===== src/rtl/systolic_pkg.sv =====
// Shared constants and state encoding for the systolic array result drain.
package systolic_pkg;

   localparam int unsigned N_RES = 16;
   localparam int unsigned RES_W = 8;
   localparam logic [RES_W-1:0] HEADER_DEF = 8'hA5;

   typedef enum logic [1:0] {
      ST_IDLE = 2'd0,
      ST_HDR  = 2'd1,
      ST_DATA = 2'd2,
      ST_CSUM = 2'd3
   } state_e;

endpackage


===== src/rtl/systolic_result_drain.sv =====
// Captures the 4x4 array results and drains them to a UART as a framed byte
// stream: header, N_RES result bytes, then the XOR checksum of the results.
module systolic_result_drain
   import systolic_pkg::state_e;
   import systolic_pkg::ST_IDLE;
   import systolic_pkg::ST_HDR;
   import systolic_pkg::ST_DATA;
   import systolic_pkg::ST_CSUM;
   import systolic_pkg::RES_W;
   import systolic_pkg::HEADER_DEF;
#(
   parameter logic [RES_W-1:0] HEADER = HEADER_DEF,
   parameter int unsigned      N_RES  = systolic_pkg::N_RES
) (
   input  logic                   clk,
   input  logic                   reset,
   input  logic                   cap,
   input  logic [RES_W*N_RES-1:0] c_in,
   output logic [RES_W-1:0]       tx_data,
   output logic                   tx_valid,
   input  logic                   tx_ready,
   output logic                   busy,
   output logic                   frame_done,
   output logic                   overrun
);

   localparam int unsigned IDX_W = (N_RES > 1) ? $clog2(N_RES) : 1;
   localparam logic [IDX_W-1:0] IDX_LAST = IDX_W'(N_RES - 1);

   state_e                        state_q, state_d;
   logic [N_RES-1:0][RES_W-1:0]   buf_q, buf_d;
   logic [IDX_W-1:0]              idx_q, idx_d;
   logic [RES_W-1:0]              csum_q, csum_d;
   logic [RES_W-1:0]              tx_data_q, tx_data_d;
   logic                          tx_valid_q, tx_valid_d;
   logic                          busy_q, busy_d;
   logic                          frame_done_q, frame_done_d;
   logic                          overrun_q, overrun_d;

   logic                          xfer;
   logic                          accept;
   logic [RES_W-1:0]              cap_xor;
   logic [IDX_W-1:0]              rd_idx;
   logic [RES_W-1:0]              rd_byte;

   assign xfer   = tx_valid_q & tx_ready;
   // A capture is taken in IDLE, or back-to-back on the checksum transfer edge.
   assign accept = cap & ((state_q == ST_IDLE) | ((state_q == ST_CSUM) & xfer));

   always_comb begin
      cap_xor = '0;
      for (int i = 0; i < int'(N_RES); i++) begin
         cap_xor = cap_xor ^ c_in[i*RES_W +: RES_W];
      end
   end

   // Byte offered after the current transfer: C0 after the header, else the next index.
   assign rd_idx  = (state_q == ST_HDR) ? '0 : IDX_W'(idx_q + IDX_W'(1));
   assign rd_byte = buf_q[rd_idx];

   always_comb begin
      state_d      = state_q;
      buf_d        = buf_q;
      idx_d        = idx_q;
      csum_d       = csum_q;
      tx_data_d    = tx_data_q;
      tx_valid_d   = tx_valid_q;
      frame_done_d = 1'b0;
      overrun_d    = overrun_q;

      case (state_q)
         ST_HDR: begin
            if (xfer) begin
               state_d   = ST_DATA;
               idx_d     = '0;
               tx_data_d = rd_byte;
            end
         end
         ST_DATA: begin
            if (xfer) begin
               if (idx_q == IDX_LAST) begin
                  state_d   = ST_CSUM;
                  idx_d     = '0;
                  tx_data_d = csum_q;
               end else begin
                  idx_d     = IDX_W'(idx_q + IDX_W'(1));
                  tx_data_d = rd_byte;
               end
            end
         end
         ST_CSUM: begin
            if (xfer) begin
               state_d      = ST_IDLE;
               tx_valid_d   = 1'b0;
               frame_done_d = 1'b1;
            end
         end
         default: ;
      endcase

      if (accept) begin
         state_d    = ST_HDR;
         buf_d      = c_in;
         csum_d     = cap_xor;
         idx_d      = '0;
         tx_data_d  = HEADER;
         tx_valid_d = 1'b1;
         overrun_d  = 1'b0;
      end else if (cap) begin
         overrun_d  = 1'b1;
      end

      busy_d = (state_d != ST_IDLE);
   end

   always_ff @(posedge clk or posedge reset) begin
      if (reset) begin
         state_q      <= ST_IDLE;
         buf_q        <= '0;
         idx_q        <= '0;
         csum_q       <= '0;
         tx_data_q    <= '0;
         tx_valid_q   <= 1'b0;
         busy_q       <= 1'b0;
         frame_done_q <= 1'b0;
         overrun_q    <= 1'b0;
      end else begin
         state_q      <= state_d;
         buf_q        <= buf_d;
         idx_q        <= idx_d;
         csum_q       <= csum_d;
         tx_data_q    <= tx_data_d;
         tx_valid_q   <= tx_valid_d;
         busy_q       <= busy_d;
         frame_done_q <= frame_done_d;
         overrun_q    <= overrun_d;
      end
   end

   assign tx_data    = tx_data_q;
   assign tx_valid   = tx_valid_q;
   assign busy       = busy_q;
   assign frame_done = frame_done_q;
   assign overrun    = overrun_q;

endmodule


===== config.mk =====
export PLATFORM = sky130hd
export DESIGN_NAME = systolic_result_drain
export DESIGN_NICKNAME = d
export VERILOG_FILES = /design/src/rtl/systolic_pkg.sv /design/src/rtl/systolic_result_drain.sv
export SDC_FILE = /design/constraint.sdc
export NUM_CORES = 1
export LEC_CHECK = 0
export CORE_ASPECT_RATIO = 0.9
export CORE_MARGIN = 2
export CORE_UTILIZATION = 45
export CTS_CLUSTER_DIAMETER = 50
export DETAILED_ROUTE_END_ITERATION = 16
export GPL_TIMING_DRIVEN = 0
export HOLD_SLACK_MARGIN = 0.03
export PLACE_DENSITY = 0.68
export SLEW_MARGIN = 20
export SYNTH_ARGS = -nofsm -noshare
export SYNTH_HDL_FRONTEND = slang
export SYNTH_SLANG_ARGS = --single-unit

===== constraint.sdc =====
create_clock -name clk -period 10.96 [get_ports clk]
set_input_delay 1.096 -clock clk [delete_from_list [all_inputs] [get_ports clk]]
set_output_delay 1.096 -clock clk [all_outputs]
set_load 0.005 [all_outputs]

==> metrics.cfg, run 1 <==
[run]
drv_cap = 0

[drt]
routed_wl_mm = 24.0
first_iter_violations = 579
vias = 6097
post_drt_via_cell_ratio = 5.55
first_pass_iters = 5
avgRoutedWirePerCell_um = 21.9
ant_nets = 0
drc = 0

[run_status]
outcome = finished, final reports clean

[critical_path]
crit_path_start = tx_ready
cp_max_fo = 10
cp_slowest_stage_delay_ns = 0.45
crit_chain = clkdlybuf4s50_1 -> and2_1 -> nand2_1 -> nor2_1 -> o21ai_1 -> clkbuf_1 -> buf_2 -> mux2_2
required_ns = 11.27
r2r-end = tx_data[3]
r2r-start = idx_q[1]
crit_type = primary input to flip-flop
end_kind = flip-flop
start_kind = primary input
r2r_cells = 8
worst-r2r-setup-slack_ns = 8.21
cp.arrival_ns = 3.42
slowest_stage = clkdlybuf4s50_1

[yosys]
synth_warnings = 0
ys_ff_latch = 154
synth_cell_type_count = 55
synth_cells = 682
syn_area_per_cell_sq_um = 12.1
syn_nets = 815
async_flop_share = 1.00
synthesis.area_sq_um = 8240
ys_seq_area_frac = 0.468
synth_ff_type = dfrtp_1
synth_edf_count = 0

[clock_tree]
cts_setup_buffers = 0
cts_sinks = 154
cts_tree = done
ctsHoldBuffers = 0
cts_made_buffers = 17
root_buffer = clkbuf_16
clk_pin_slew_ns = 0.06
clock_latency_ns = 0.43
clock_path_buffers = 2
h-tree-depth = 4
cts.repair.resized = 0

[min_path]
holdPathStages = 1
min_from = overrun
hold_path_end = overrun
hold_path_class = flip-flop to flip-flop

[placed_design]
dp_hpwl_mm = 17.8
portBuffers = 143
place_congestion = 0.900

[floorplan]
core_sq_um = 17800
fp-row-count = 46
start_util = 0.463
die_h_um = 132
chipWidth_um = 147
io_pins = 144
die-area_sq_um = 19400

[grt]
overflow = 0
grt_usage = 0.252
grt_start_max_net_pins = 80
grt_pass1_vias = 6528
grt_first_pass_wirelength_mm = 37.0
antenna_found_initial = 0

[timing]
fin_tns_setup_ns = 0
fin_crit_ns = 3.11
setup_viol = 0
period_share = 0.284
fmax_mhz = 322
worstMarginPinSlew_ns = 0.812
slew_headroom = 0.458
drv_slew = 0
skew_ns = 0.0108
rsz0062_at_grt = false
hold_viol_final = 0

[power]
p_total_mw = 3.00
power-per-cell-area_nw_per_um2 = 282
irDropWorstVdd_mv = 0.117
p_leak_nw = 4.18

[final_layout]
final_util = 0.598
drive_gt1_frac = 0.265
diodes = 0
areaGrowthSynthToFinish_pct = 29.2
fin_nets = 978

layer usage:
layer  up-vias  share of wire  global-route usage
li1       2753              -                   -
met1      3056           0.44               0.339
met2       255           0.48               0.414
met3        33          0.069              0.0561
met4         0          0.016              0.0669
met5         -              0                   0
report_power, final:
| group | internal (mW) | switching [mW] |
|---|---|---|
| Clock | 0.386 | 0.257 |
| Sequential | 0.854 | 0.168 |
| Combinational | 0.678 | 0.658 |
registers in the layout (all words and copies together), names as in the netlist:
register,flops
csum_q,8
tx_valid,1
frame_done,1
tx_data,8
overrun,1
busy,1
buf_q,128
state_q,2
idx_q,4
cells in the mapped netlist, types with 2 or more instances:
| cell | instances | share of area |
|---|---|---|
| o211ai_1 | 3 | 0.0027 |
| dfrtp_1 | 154 | 0.47 |
| buf_6 | 4 | 0.0055 |
| buf_2 | 24 | 0.015 |
| o2bb2ai_1 | 6 | 0.0064 |
| inv_1 | 7 | 0.0032 |
| a31oi_1 | 8 | 0.0061 |
| a21oi_1 | 18 | 0.011 |
| mux4_2 | 9 | 0.025 |
| o311ai_0 | 3 | 0.0032 |
| a221o_2 | 3 | 0.0041 |
| clkbuf_1 | 5 | 0.0023 |
| a221oi_1 | 5 | 0.0053 |
| o21a_1 | 2 | 0.0018 |
| buf_1 | 2 | 0.00091 |
| mux2i_1 | 5 | 0.0061 |
| o22ai_1 | 11 | 0.0084 |
| a211oi_1 | 4 | 0.0036 |
| nand2_1 | 37 | 0.017 |
| a22o_1 | 4 | 0.0043 |
| a211o_2 | 2 | 0.0024 |
| o31ai_1 | 5 | 0.0046 |
| nor2_2 | 2 | 0.0015 |
| nor2_1 | 20 | 0.0091 |
| or3_1 | 3 | 0.0023 |
| buf_4 | 3 | 0.0027 |
| o221ai_1 | 5 | 0.0053 |
| nand2b_1 | 9 | 0.0068 |
| o21ai_1 | 2 | 0.0012 |
| o21ai_0 | 28 | 0.017 |
| a2bb2oi_1 | 3 | 0.0032 |
| nor3_1 | 4 | 0.0024 |
| nor2b_1 | 2 | 0.0015 |
| mux2_2 | 139 | 0.19 |
| xor2_1 | 16 | 0.017 |
| xnor2_1 | 106 | 0.11 |
layout by cell type (no fill, tap or decap), drive strengths merged, types with 13 or more instances in the layout:
cell type / Yosys / layout
clkdlybuf4s50: 0 / 143
clkbuf: 6 / 23
mux2: 139 / 139
a21oi: 19 / 19
nor2: 22 / 22
dfrtp: 154 / 154
xor2: 17 / 17
buf: 33 / 34
xnor2: 106 / 106
o21ai: 30 / 30
inv: 7 / 13
nand2: 38 / 38
layout make-up:
type | count | area, sq um
plain buffers | 39 | 221
fillers | 1391 | 7150
flip-flops and latches | 154 | 3850
inverters | 7 | 33.8
clock inverters | 15 | 210
well taps | 240 | 300
multi-input cells | 482 | 4140
repair buffers | 144 | 1460
clock buffers | 17 | 425
through the flow:
stage	setup slack [ns]	cells	area (sq um)	hold slack, ns
floorplan	5.71	682	8240	0.445
global placement	3.77	1065	9970	0.459
detailed placement	7.48	1066	10000	0.471
CTS	7.89	1098	10600	0.492
global route	7.81	1098	10600	0.498
finish	7.85	1098	10600	0.489
cells by family after synthesis:
kind of cell | share of synthesized area
flops | 0.468
mux | 0.221
xor+xnor | 0.132
compound gates | 0.0978
simple gates | 0.0503
buf+inv | 0.0301
fa+ha+maj | 0.00152
worst max path at each step:
stage / slack (ns) / cells past startpoint / endpoint
floorplan: 5.71 / 1 / buf_q[0]
global placement: 3.77 / 2 / buf_q[51]
detailed placement: 7.48 / 8 / buf_q[57]
CTS: 7.89 / 8 / buf_q[69]
global route: 7.81 / 8 / buf_q[61]
finish: 7.85 / 8 / buf_q[61]
worst max-delay path: cells and delay by family:
kind,cells,cell delay (ns)
AOI/OAI and AO/OA,1,0.20
muxes,1,0.38
and+or+nand+nor,3,0.40
buffers and inverters,3,1.34
Note: power is estimated with default switching activity, not from simulation.
==> run 2, diff against run 1 <==
--- a/config.mk
+++ b/config.mk
@@ -12,7 +12,7 @@
 export DETAILED_ROUTE_END_ITERATION = 16
 export GPL_TIMING_DRIVEN = 0
 export HOLD_SLACK_MARGIN = 0.03
-export PLACE_DENSITY = 0.68
+export PLACE_DENSITY = 0.7
 export SLEW_MARGIN = 20
 export SYNTH_ARGS = -nofsm -noshare
 export SYNTH_HDL_FRONTEND = slang
==> constraint.sdc (replaced) <==
create_clock -name clk -period 2.75 [get_ports clk]
set_input_delay 0.275 -clock clk [delete_from_list [all_inputs] [get_ports clk]]
set_output_delay 0.275 -clock clk [all_outputs]
set_load 0.005 [all_outputs]
==> metrics.cfg, run 2 (synthesized netlist as in run 1, its figures left out) <==
[critical_path]
cp.arrival_ns = 3.06
cp_slowest_stage_delay_ns = 0.58
slowest_stage = clkbuf_1
start_kind = flip-flop
cp_max_fo = 10
crit_chain = ha_1 -> buf_4 -> clkbuf_1 -> nand2_1 -> o2bb2ai_1 -> nand2_1 -> a211o_2 -> a31oi_1
r2r-start = idx_q[1]
r2r-end = tx_data[5]
r2r_cells = 8
required_ns = 3.10
critPathTopFamily = buffers and inverters
end_kind = flip-flop
critical_path_buf_inv_count = 2
worst-r2r-setup-slack_ns = 0.04
crit_type = flip-flop to flip-flop
crit_path_frequent_cell = nand2_1

[drt]
avgRoutedWirePerCell_um = 21.2
post_drt_via_cell_ratio = 5.60
first_iter_violations = 584
drc = 0
vias = 6160
ant_nets = 0
routed_wl_mm = 23.4
first_pass_iters = 7

[final_layout]
largest-register = buf_q
most-common-layout-cells = dfrtp_1 (154), clkdlybuf4s50_1 (143), mux2_2 (139), xnor2_1 (106), nand2_1 (37)
areaGrowthSynthToFinish_pct = 29.3
fin_nets = 980
largest_reg_flops = 128
layout_commonest_cell = dfrtp_1
fin_area_sq_um = 10600
fill_cells = 1441
final_util = 0.599
diodes = 0
drive_gt1_frac = 0.266
instances_no_fill = 1100

[clock_tree]
root_buffer = clkbuf_16
cts_sinks = 154
clk_pin_slew_ns = 0.06
clock_latency_ns = 0.43
clock_path_buffers = 2
cts_made_buffers = 17
cts_setup_buffers = 0
cts_tree = done
h-tree-depth = 4

[timing]
worstMarginPinSlew_ns = 0.803
rsz0062_at_grt = false
slew_headroom = 0.465
fmax_mhz = 369
period_share = 0.987
drv_slew = 0
hold_viol_final = 0
setup_viol = 0
skew_ns = 0.00734
fin_crit_ns = 2.71

[floorplan]
die-area_sq_um = 19400
start_util = 0.463
fp-row-count = 46
chipWidth_um = 147
io_pins = 144
core_sq_um = 17800
die_h_um = 132

[run_status]
outcome = finished, final reports clean

[grt]
grt_usage = 0.250
grt_first_pass_wirelength_mm = 36.9
overflow = 0
grt_start_max_net_pins = 37
antenna_found_initial = 0
grt_pass1_vias = 6615

[power]
cellInternalPower_mw = 7.56
power-per-cell-area_nw_per_um2 = 1100
irDropWorstVdd_mv = 0.589
pwr-share-seq = 0.345
switchingPower_mw = 4.18
power_frac_comb = 0.450
clockPowerShare = 0.204
switching_share = 0.356
p_leak_nw = 4.18

[placed_design]
dp_hpwl_mm = 17.7
placed_cells = 1069
portBuffers = 143
place_area_sq_um = 10100
place_congestion = 0.885

[run]
drv_cap = 0

[min_path]
hold_path_class = primary input to asynchronous set/reset pin

[run 2: cell count changes in the layout (fill, tap and decap cells not counted), moves of 3 or more]
cell	delta
inv_8	-3
buf_12	+4
inv_6	-4
clkinvlp_4	+3
[run 2: what timing repair did]
action | 4_1_cts | 5_1_grt
gates cloned | 0 | 0
gates resized for setup | 1 | 2
setup endpoints to repair | 1 | 6
hold buffers | 0 | 0
[run 2: worst max-delay path by stage]
stage          slack (ns)  cells past startpoint      from    endpoint
2_1_floorplan        0.53                      1     reset    buf_q[0]
3_3_place_gp        -0.75                      2     reset   buf_q[59]
3_5_place_dp        0.002                      8  idx_q[1]  tx_data[3]
4_1_cts              0.11                      7  idx_q[1]  tx_data[1]
5_1_grt              0.02                      8  idx_q[1]  tx_data[5]
6_report             0.04                      8  idx_q[1]  tx_data[5]
[run 2: per-layer routing]
layer,vias to the layer above,part of all wire,track usage
li1,2766,-,-
met1,3098,0.45,0.349
met2,263,0.47,0.395
met3,33,0.063,0.0536
met4,0,0.016,0.0734
met5,-,0,0
[run 2: power groups by stage]
stage,logic [mW],registers (mW),clock network (mW)
final,5.28,4.05,2.40
after floorplan,3.74,3.82,0
after global routing,5.69,4.18,2.52
after global placement,5.08,4.02,0
after detailed placement,5.25,4.07,0
after CTS,5.28,4.04,2.41
[run 2: worst reg2reg max path: cells and delay by family (launching register included)]
kind / cells / cell delay (ns)
flops: 1 / 0.41
fa+ha+maj: 1 / 0.41
buf+inv: 2 / 0.86
simple gates: 2 / 0.25
compound gates: 3 / 0.72
[run 2: area by class of cell]
| class | count | area (sq um) | area share |
|---|---|---|---|
| clock inverters | 11 | 146 | 0.0137 |
| flip-flops and latches | 154 | 3850 | 0.362 |
| well taps | 240 | 300 | 0.0282 |
| plain buffers | 38 | 220 | 0.0207 |
| repair buffers | 147 | 1510 | 0.142 |
| inverters | 7 | 30.0 | 0.00282 |
| multi-input cells | 482 | 4140 | 0.388 |
| clock buffers | 21 | 450 | 0.0423 |
[run 2: stage by stage]
stage                     TNS [ns]  hold slack, ns  setup slack, ns  total power, mW
final                            0           0.237           0.0371             11.7
after CTS                        0           0.247            0.107             11.7
after detailed placement         0           0.465          0.00178             9.32
after floorplan                  0           0.389            0.530             7.56
after global placement     -112.74           0.457           -0.746             9.10
after global routing             0           0.298           0.0198             12.4
